**config.mk**
```make
export PLATFORM = sky130hd
export DESIGN_NAME = shift_add_multiplier
export DESIGN_NICKNAME = d
export VERILOG_FILES = /design/src/rtl/shift_add_multiplier.sv
export SDC_FILE = /design/constraint.sdc
export NUM_CORES = 1
export LEC_CHECK = 0
export ABC_AREA = 1
export BUFFER_PORTS_ARGS = -buffer_cell sky130_fd_sc_hd__buf_2
export CAP_MARGIN = 30
export CORE_MARGIN = 8
export CORE_UTILIZATION = 59
export DETAILED_ROUTE_END_ITERATION = 12
export PLACE_DENSITY = 0.87
export SLEW_MARGIN = 20
export SYNTH_ARGS = -nofsm -noshare
export SYNTH_HDL_FRONTEND = slang
export SYNTH_HIERARCHICAL = 1
export SYNTH_SLANG_ARGS = --single-unit
export TNS_END_PERCENT = 1
```
**constraint.sdc**
```tcl
create_clock -name clk -period 3.1 [get_ports clk]
set_clock_uncertainty 0.2 [all_clocks]
set_input_delay 0.31 -clock clk [delete_from_list [all_inputs] [get_ports clk]]
set_output_delay 0.31 -clock clk [all_outputs]
set_load 0.01 [all_outputs]
```
**src/rtl/shift_add_multiplier.sv**
```systemverilog
// Sequential unsigned N x N shift-add multiplier with start/busy/done handshake.
// Optional build macro MUL_ZERO_BYPASS_EN: zero operands finish in one cycle without running.

module nBitCarryLookAheadAdder #(
  parameter int unsigned n = 4
) (
  input  logic [n-1:0] i_a,
  input  logic [n-1:0] i_b,
  input  logic         i_cin,
  output logic [n:0]   o_total
);

  logic [n-1:0] w_g;
  logic [n-1:0] w_p;
  logic [n:0]   w_c;

  assign w_g = i_a & i_b;
  assign w_p = i_a ^ i_b;

  // Each carry is expanded fully from generate/propagate terms, never from a lower carry.
  always_comb begin
    logic v_c;
    logic v_p;
    v_c    = 1'b0;
    v_p    = 1'b0;
    w_c    = '0;
    w_c[0] = i_cin;
    for (int i = 0; i < int'(n); i++) begin
      v_c = w_g[i];
      v_p = w_p[i];
      for (int j = i - 1; j >= 0; j--) begin
        v_c = v_c | (v_p & w_g[j]);
        v_p = v_p & w_p[j];
      end
      w_c[i+1] = v_c | (v_p & i_cin);
    end
  end

  assign o_total = {w_c[n], w_p ^ w_c[n-1:0]};

endmodule

module shift_add_multiplier #(
  parameter int unsigned N = 4
) (
  input  logic           clk,
  input  logic           rst_n,
  input  logic           start,
  input  logic [N-1:0]   a,
  input  logic [N-1:0]   b,
  output logic           busy,
  output logic           done,
  output logic [2*N-1:0] product
);

  localparam int unsigned CntW = $clog2(N + 1);

  typedef enum logic [1:0] {StIdle, StRun, StDone} state_e;

  state_e        r_state;
  logic [N-1:0]  r_m;
  logic [2*N:0]  r_p;
  logic [CntW-1:0] r_cnt;

  logic [N-1:0]  w_add_b;
  logic [N:0]    w_total;
  logic [2*N:0]  w_p_shift;
  logic          w_zero;

  assign w_add_b = r_p[0] ? r_m : '0;

  nBitCarryLookAheadAdder #(
    .n (N)
  ) u_adder (
    .i_a     (r_p[2*N-1:N]),
    .i_b     (w_add_b),
    .i_cin   (1'b0),
    .o_total (w_total)
  );

  // The adder carry lands in bit 2N-1 after the shift; the top bit is always refilled with 0.
  assign w_p_shift = r_p[0] ? {1'b0, w_total, r_p[N-1:1]} : {1'b0, r_p[2*N:1]};

`ifdef MUL_ZERO_BYPASS_EN
  assign w_zero = (a == '0) || (b == '0);
`else
  assign w_zero = 1'b0;
`endif

  always_ff @(posedge clk or negedge rst_n) begin
    if (!rst_n) begin
      r_state <= StIdle;
      r_m     <= '0;
      r_p     <= '0;
      r_cnt   <= '0;
      busy    <= 1'b0;
      done    <= 1'b0;
      product <= '0;
    end else begin
      done <= 1'b0;
      unique case (r_state)
        StIdle, StDone: begin
          if (start) begin
            r_m   <= a;
            r_p   <= {{(N + 1){1'b0}}, b};
            r_cnt <= '0;
            if (w_zero) begin
              r_state <= StDone;
              done    <= 1'b1;
              product <= '0;
            end else begin
              r_state <= StRun;
              busy    <= 1'b1;
            end
          end else begin
            r_state <= StIdle;
          end
        end
        StRun: begin
          r_p   <= w_p_shift;
          r_cnt <= r_cnt + 1'b1;
          if (r_cnt == CntW'(N - 1)) begin
            r_state <= StDone;
            busy    <= 1'b0;
            done    <= 1'b1;
            product <= w_p_shift[2*N-1:0];
          end
        end
        default: r_state <= StIdle;
      endcase
    end
  end

endmodule

```
==> run_results.csv, run 1 <==
group,metric,value,unit
hold_path,min_path_cells,5,
global_routing,gr-total-overflow,0,
critical_path,endpoint_kind,"flop",
die,die_h,64.69,um
detailed_routing,first_iter_violations,75,
synthesis,synthTopCellsByArea,"dfrtp_1 48%, nand2_1 20%, inv_1 6.2%",
power,power,1459,uW
hold_path,min_to,"r_p[2]",
power,p_int,795.7,uW
sta,worst_pin_slew,0.5863,ns
placed_design,io_buffers,20,
detailed_routing,totalWireLength,3049,um
synthesis,synth_top_area_share,0.4830,
placed_design,gp_congestion,0.8734,
die,core,2233,um2
synthesis,synth_seq_cells,27,
power,switchingPower,663.7,uW
sta,slew_headroom,0.6091,
power,combPwrFrac,0.484,
synthesis,synthDistinctLibCells,21,
hold_path,worstHoldStart,"b[2]",
global_routing,grt.total_usage,0.1566,
layout,diodes,0,
power,switching_share,0.4548,
detailed_routing,post_drt_wl_per_cell,13.03,um
sta,min_period_over_period,0.6872,
clock_tree,clkSinkCount,27,
die,start_util,0.6263,
sta,rsz0062_at_grt,"false",
placed_design,placed_cell_area,1525,um2
power,p_leak,0.0009476,uW
layout,fin_nets,225,
sta,setup-violations-final,0,
die,rows,17,
sta,tns,0,ns
synthesis,synth_area,1399,um2
placed_design,dpl.hpwl,2292,um
layout,syn_to_final_growth,15.47,%
global_routing,grt_pass1_vias,1252,
detailed_routing,dr.pass1.iters,4,
critical_path,cp.required,3.14,ns
hold_path,hold_class,"in2reg",
layout,fill_cells,181,
clock_tree,cts_htree_levels,1,
critical_path,crit-reg2reg-launch,"r_p[0]",
detailed_routing,antenna_left,0,
critical_path,critPathKind,"reg2reg",
synthesis,syn_inst,176,
die,io_pins,21,
synthesis,yosysTopAreaCell,"dfrtp_1",
job,maxCapViolCount,0,
outcome,status,"completed",
die,die-width,64.69,um
layout,drive_above_1_share,0.1845,
die,die-area,4185,um2
critical_path,path_max_fanout,13,
layout,finalInstanceArea,1615,um2
power,share_seq_of_total_power,0.408,
clock_tree,clockRootBuffer,"clkbuf_4",
power,vdd_ir_drop_max,0.7512,mV
global_routing,grt_pass1_wl,5244,um
power,power_density,903.5,nW/um2
critical_path,r2r_cells,12,
clock_tree,cts_buffers,3,
sta,slew_viol_final,0,
synthesis,synth.yosys.seq_area_share,0.4830,
detailed_routing,drc,0,
clock_tree,postCtsSetupRepairBufs,0,
critical_path,r2r_end,"r_p[6]",
clock_tree,insertion_delay,0.33,ns
sta,hold_violations,0,
detailed_routing,num_vias,1239,
critical_path,reg2reg_slack,0.97,ns
sta,fmax,0.4694,GHz
synthesis,synth-warning-count,6,
detailed_routing,vias_per_cell,5.295,
power,p_clk_frac,0.108,
synthesis,syn_area_per_cell,7.948,um2
clock_tree,cts_tree,"done",
global_routing,grt_max_degree,28,
sta,finalCriticalPeriod,2.130,ns
critical_path,start_kind,"flop",
critical_path,crit_arrival,2.17,ns
global_routing,antenna_found_initial,0,
clock_tree,ctsLongestPathBuffers,2,
clock_tree,clk_pin_slew,0.15,ns
[final cells by class]
class,count,area (um2),area share
flip-flops and latches,27,675.6,0.4183
multi-input cells,124,620.6,0.3842
repair buffers,26,160.2,0.09915
well taps,28,35.03,0.02169
inverters,25,93.84,0.05809
clock buffers,3,22.52,0.01394
clock inverters,1,7.507,0.004648
[worst max-delay path, stage by stage, from the launching register on]
cell and delay (ns):
dfrtp_1 0.53, nand2_1 0.11, inv_1 0.05, ha_1 0.33
or2_0 0.21, nand2_1 0.09, nand2_1 0.07, nand2_1 0.06
nand2_1 0.06, nand2_1 0.06, o21ai_0 0.11, nand2_1 0.09
nand2_1 0.06
[through the flow]
stage	utilization	hold WS, ns	setup slack [ns]	instances
after global placement	0.6829	0.1323	1.179	224
after CTS	0.7232	0.07806	1.013	234
after global routing	0.7232	0.09038	0.8434	234
after detailed placement	0.6829	0.1437	1.040	224
after floorplan	-	-0.1856	1.213	178
final	0.7232	0.08263	0.9698	234
[synthesized netlist by cell type]
library cell / n
nand2_2: 5
buf_2: 1
or2_0: 1
dfrtp_1: 27
nand3_1: 13
fa_1: 1
nand2_1: 75
ha_1: 6
nor2_1: 4
conb_1: 1
inv_2: 2
nand2_4: 1
o21ai_2: 4
o21ai_0: 4
nor2_4: 1
a21oi_1: 2
inv_1: 23
or2_2: 1
buf_6: 1
nand4_1: 2
xnor2_1: 1
[power groups by stage]
stage               clock network, uW  logic [uW]  registers, uW
floorplan                           0         517            591
global placement                    0         659            594
finish                            157         707            595
CTS                               162         709            594
global route                      177         807            612
detailed placement                  0         698            601
[kinds of logic (layout without fill, tap and decap cells)]
family / count (synthesis) / after routing / share of synthesized area
buffers and inverters: 27 / 55 / 0.07871
XOR/XNOR: 1 / 1 / 0.006262
other: 1 / 3 / 0.002681
adder cells (fa/ha/maj): 7 / 7 / 0.06798
AO/OA/AOI/OAI: 10 / 10 / 0.04651
flip-flops: 27 / 27 / 0.4830
AND/OR/NAND/NOR: 103 / 103 / 0.3148
[flip-flops by register name, indices dropped and copies added, names as in the netlist]
register and cells:
r_cnt 3, r_state 2, done 1, r_p 8, product 8, r_m 4, busy 1
[placed cells by master (no fill, tap or decap), drive strengths merged]
master,count
conb,3
nand3,13
nand2,81
a21oi,2
buf,20
dlygate4sd3,6
clkinvlp,1
or2,2
nand4,2
ha,6
o21ai,8
clkbuf,3
inv,25
xnor2,1
nor2,5
fa,1
dfrtp,27
[what timing repair did]
action                    4_1_cts  5_1_grt
hold endpoints to repair       32        0
hold buffers                    6        0
gates resized for setup         0        0
[per-layer routing]
metal,vias up,GRT usage,share of wire
li1,597,-,-
met1,574,0.1682,0.38
met3,9,0.03436,0.064
met4,0,0.08174,0.023
met2,59,0.2807,0.53
met5,-,0,0
[worst max-delay path by stage]
stage	slack (ns)	from	depth (start not counted)	to
finish	0.97	r_p[0]	12	r_p[6]
detailed placement	1.04	r_p[0]	12	r_p[6]
floorplan	1.21	r_p[0]	13	r_p[6]
global route	0.84	r_p[0]	12	product[6]
global placement	1.18	r_p[0]	12	r_p[6]
CTS	1.01	r_p[0]	12	r_p[6]
No activity file was read; power rests on OpenSTA's default activity.
==> run 2: changes to the inputs <==
ABC_AREA = 0   (was 1)
CORE_UTILIZATION = 49   (was 59)
PLACE_DENSITY = 0.79   (was 0.87)
clock period = 1.95 ns   (was 3.1 ns; I/O delays follow)
==> run 2 against run 1 <==
Compared with the run above: the run now ends with setup timing left; routed wire length shrank 16%; area after synthesis shrank 8.6%; cell count shrank 26%; sequential share of layout area grew 0.56 points; synthesized cell count shrank 40%; largest power group unchanged; critical path type unchanged; design area shrank 1.3%; fmax grew 6.3%; via count shrank 26%.
==> run_results.csv, run 2 <==
group,metric,value,unit
die,start_util,0.5162,
detailed_routing,antenna_left,0,
critical_path,critPathKind,"reg2reg",
die,die-width,67.09,um
clock_tree,clk_pin_slew,0.14,ns
die,die_h,67.09,um
synthesis,synth_area,1279,um2
clock_tree,clockRootBuffer,"clkbuf_4",
synthesis,synthSimpleGateAreaFrac,0.08415,
synthesis,async_flop_share,1.000,
sta,tns,-0.06241,ns
detailed_routing,vias_per_cell,5.302,
critical_path,start_kind,"flop",
sta,slew_headroom,0.6080,
power,power_density,1359,nW/um2
synthesis,synth_top_area_share,0.5284,
sta,worst_pin_slew,0.5880,ns
sta,min_period_over_period,1.028,
sta,hold_violations,0,
sta,finalCriticalPeriod,2.004,ns
global_routing,grt_max_degree,28,
detailed_routing,first_iter_violations,36,
detailed_routing,num_vias,912,
synthesis,syn_area_per_cell,12.18,um2
synthesis,synth_compound_area_frac,0.1213,
detailed_routing,post_drt_wl_per_cell,14.89,um
clock_tree,cts_htree_levels,1,
clock_tree,clkSinkCount,27,
sta,rsz0062_at_grt,"true",
synthesis,synth_edf_count,0,
critical_path,cp.required,1.97,ns
layout,fin_util,0.6434,
synthesis,yosysTopAreaCell,"dfrtp_1",
placed_design,placed_cells,156,
synthesis,synth_fa_ha_area_frac,0.07436,
layout,drive_above_1_share,0.3310,
die,rows,18,
placed_design,gp_congestion,0.8372,
synthesis,synth_top_family_by_area,"multiplexers",
critical_path,crit_arrival,2.02,ns
critical_path,endpoint_kind,"flop",
power,vdd_ir_drop_max,0.8327,mV
synthesis,synth_seq_cells,27,
detailed_routing,dr.pass1.iters,4,
clock_tree,cts_tree,"done",
global_routing,grt_pass1_vias,989,
layout,syn_to_final_growth,24.66,%
critical_path,path_max_fanout,5,
detailed_routing,totalWireLength,2561,um
outcome,status,"finished with violations",
synthesis,yosysMostFrequentCell,"dfrtp_1",
global_routing,gr-total-overflow,0,
synthesis,syn_inst,105,
synthesis,muxShareOfSynthArea,0.1252,
synthesis,synth_xor_area_frac,0.02055,
hold_path,hold_class,"in2async",
layout,most-common-layout-cells,"27 x dfrtp_1, 20 x buf_2, 9 x dlygate4sd3_1",
die,io_pins,21,
layout,diodes,0,
placed_design,io_buffers,20,
critical_path,r2r_cells,7,
synthesis,synth_flop_cell,"dfrtp_1",
layout,fin_nets,161,
global_routing,grt_pass1_wl,4429,um
power,power,2166,uW
sta,fin_ws,-0.05372,ns
sta,slew_viol_final,0,
synthesis,synth_common_cells,"27 x dfrtp_1, 9 x nand2_1, 7 x inv_1, 7 x mux2_2, 7 x mux2i_1",
die,die-area,4500,um2
critical_path,crit-reg2reg-launch,"r_p[0]",
die,core,2477,um2
synthesis,synth.yosys.seq_area_share,0.5284,
outcome,failed_checks,"setup timing",
global_routing,grt.total_usage,0.1276,
synthesis,synth-warning-count,6,
clock_tree,insertion_delay,0.32,ns
layout,reg_top3,"product x8, r_p x8, r_m x4",
synthesis,synthTopCellsByArea,"dfrtp_1 53%, mux2_2 6.2%, ha_1 5.9%",
global_routing,antenna_found_initial,0,
placed_design,dpl.hpwl,1934,um
sta,fmax,0.4991,GHz
layout,layoutNonFillerInstCount,172,
job,maxCapViolCount,0,
placed_design,dp_slack,-0.1324,ns
synthesis,synthDistinctLibCells,31,
clock_tree,ctsLongestPathBuffers,2,
critical_path,r2r_end,"r_p[3]",
sta,setup-violations-final,3,
layout,final_common_cell,"dfrtp_1",
critical_path,reg2reg_slack,-0.05,ns
detailed_routing,drc,0,
clock_tree,cts_buffers,3,
power,p_leak,0.0008024,uW
==> run 2: changes by cell type in the layout (fill, tap and decap cells not counted), sizes merged, moves of 7 or more <==
cell and change:
nand2 -72, inv -18, nand3 -13, mux2 +8, buf +7, mux2i +7
==> run 2: power breakdown <==
| part | total [uW] | leakage, uW | switching [uW] | internal [uW] |
|---|---|---|---|---|
| Clock | 233 | 0.0000150 | 153 | 80.0 |
| Combinational | 1010 | 0.000444 | 499 | 515 |
| Sequential | 919 | 0.000343 | 139 | 780 |
==> run 2: routing by layer <==
layer  share of wire  wire length, um  track usage
met5               0                0            0
met4           0.015               38      0.05483
met3           0.044              113      0.02852
met2            0.52             1333       0.2258
met1            0.42             1075       0.1426
==> run 2: metrics by stage <==
stage / cell area (um2) / hold WS, ns
after CTS: 1584 / 0.1992
after global routing: 1594 / 0.2295
after detailed placement: 1446 / 0.03783
final: 1594 / 0.1952
after global placement: 1446 / 0.02917
after floorplan: 1314 / -0.3006
==> run 2: worst max-delay path by stage <==
stage	start	endpoint	slack, ns	depth (start not counted)
after floorplan	r_p[0]	r_p[7]	-0.009	8
after global placement	r_p[0]	r_p[3]	-0.06	7
after detailed placement	r_p[0]	r_p[3]	-0.13	7
after CTS	r_p[0]	r_p[3]	-0.07	7
after global routing	r_p[0]	r_p[3]	-0.12	7
final	r_p[0]	r_p[3]	-0.05	7
==> run 2: critical path: stages (launching register included) <==
cell and delay [ns]:
dfrtp_1 0.42, and2_4 0.17, inv_2 0.03, fa_1 0.47, inv_1 0.05, mux2i_2 0.22
nor2_1 0.08, a221o_1 0.26
==> run 2: cells by family after synthesis <==
logic type	Yosys count
buf+inv	11
fa+ha+maj	7
simple gates	19
mux	15
flops	27
other cells	1
compound gates	22
xor+xnor	3
==> run 2: area by class of cell <==
cell class | instances | area (um2)
fill | 206 | 883.3
sequential | 27 | 675.6
multi-input combinational | 68 | 585.6
timing repair buffer | 36 | 242.7
tap | 30 | 37.54
clock buffer | 4 | 26.28
inverter | 7 | 26.28
==> run 2: what timing repair did <==
item	4_1_cts	5_1_grt
setup endpoints to repair	4	5
hold endpoints to repair	35	0
resized for setup	3	3
buffers inserted	2	1
hold buffers	9	0
pin swaps	5	2
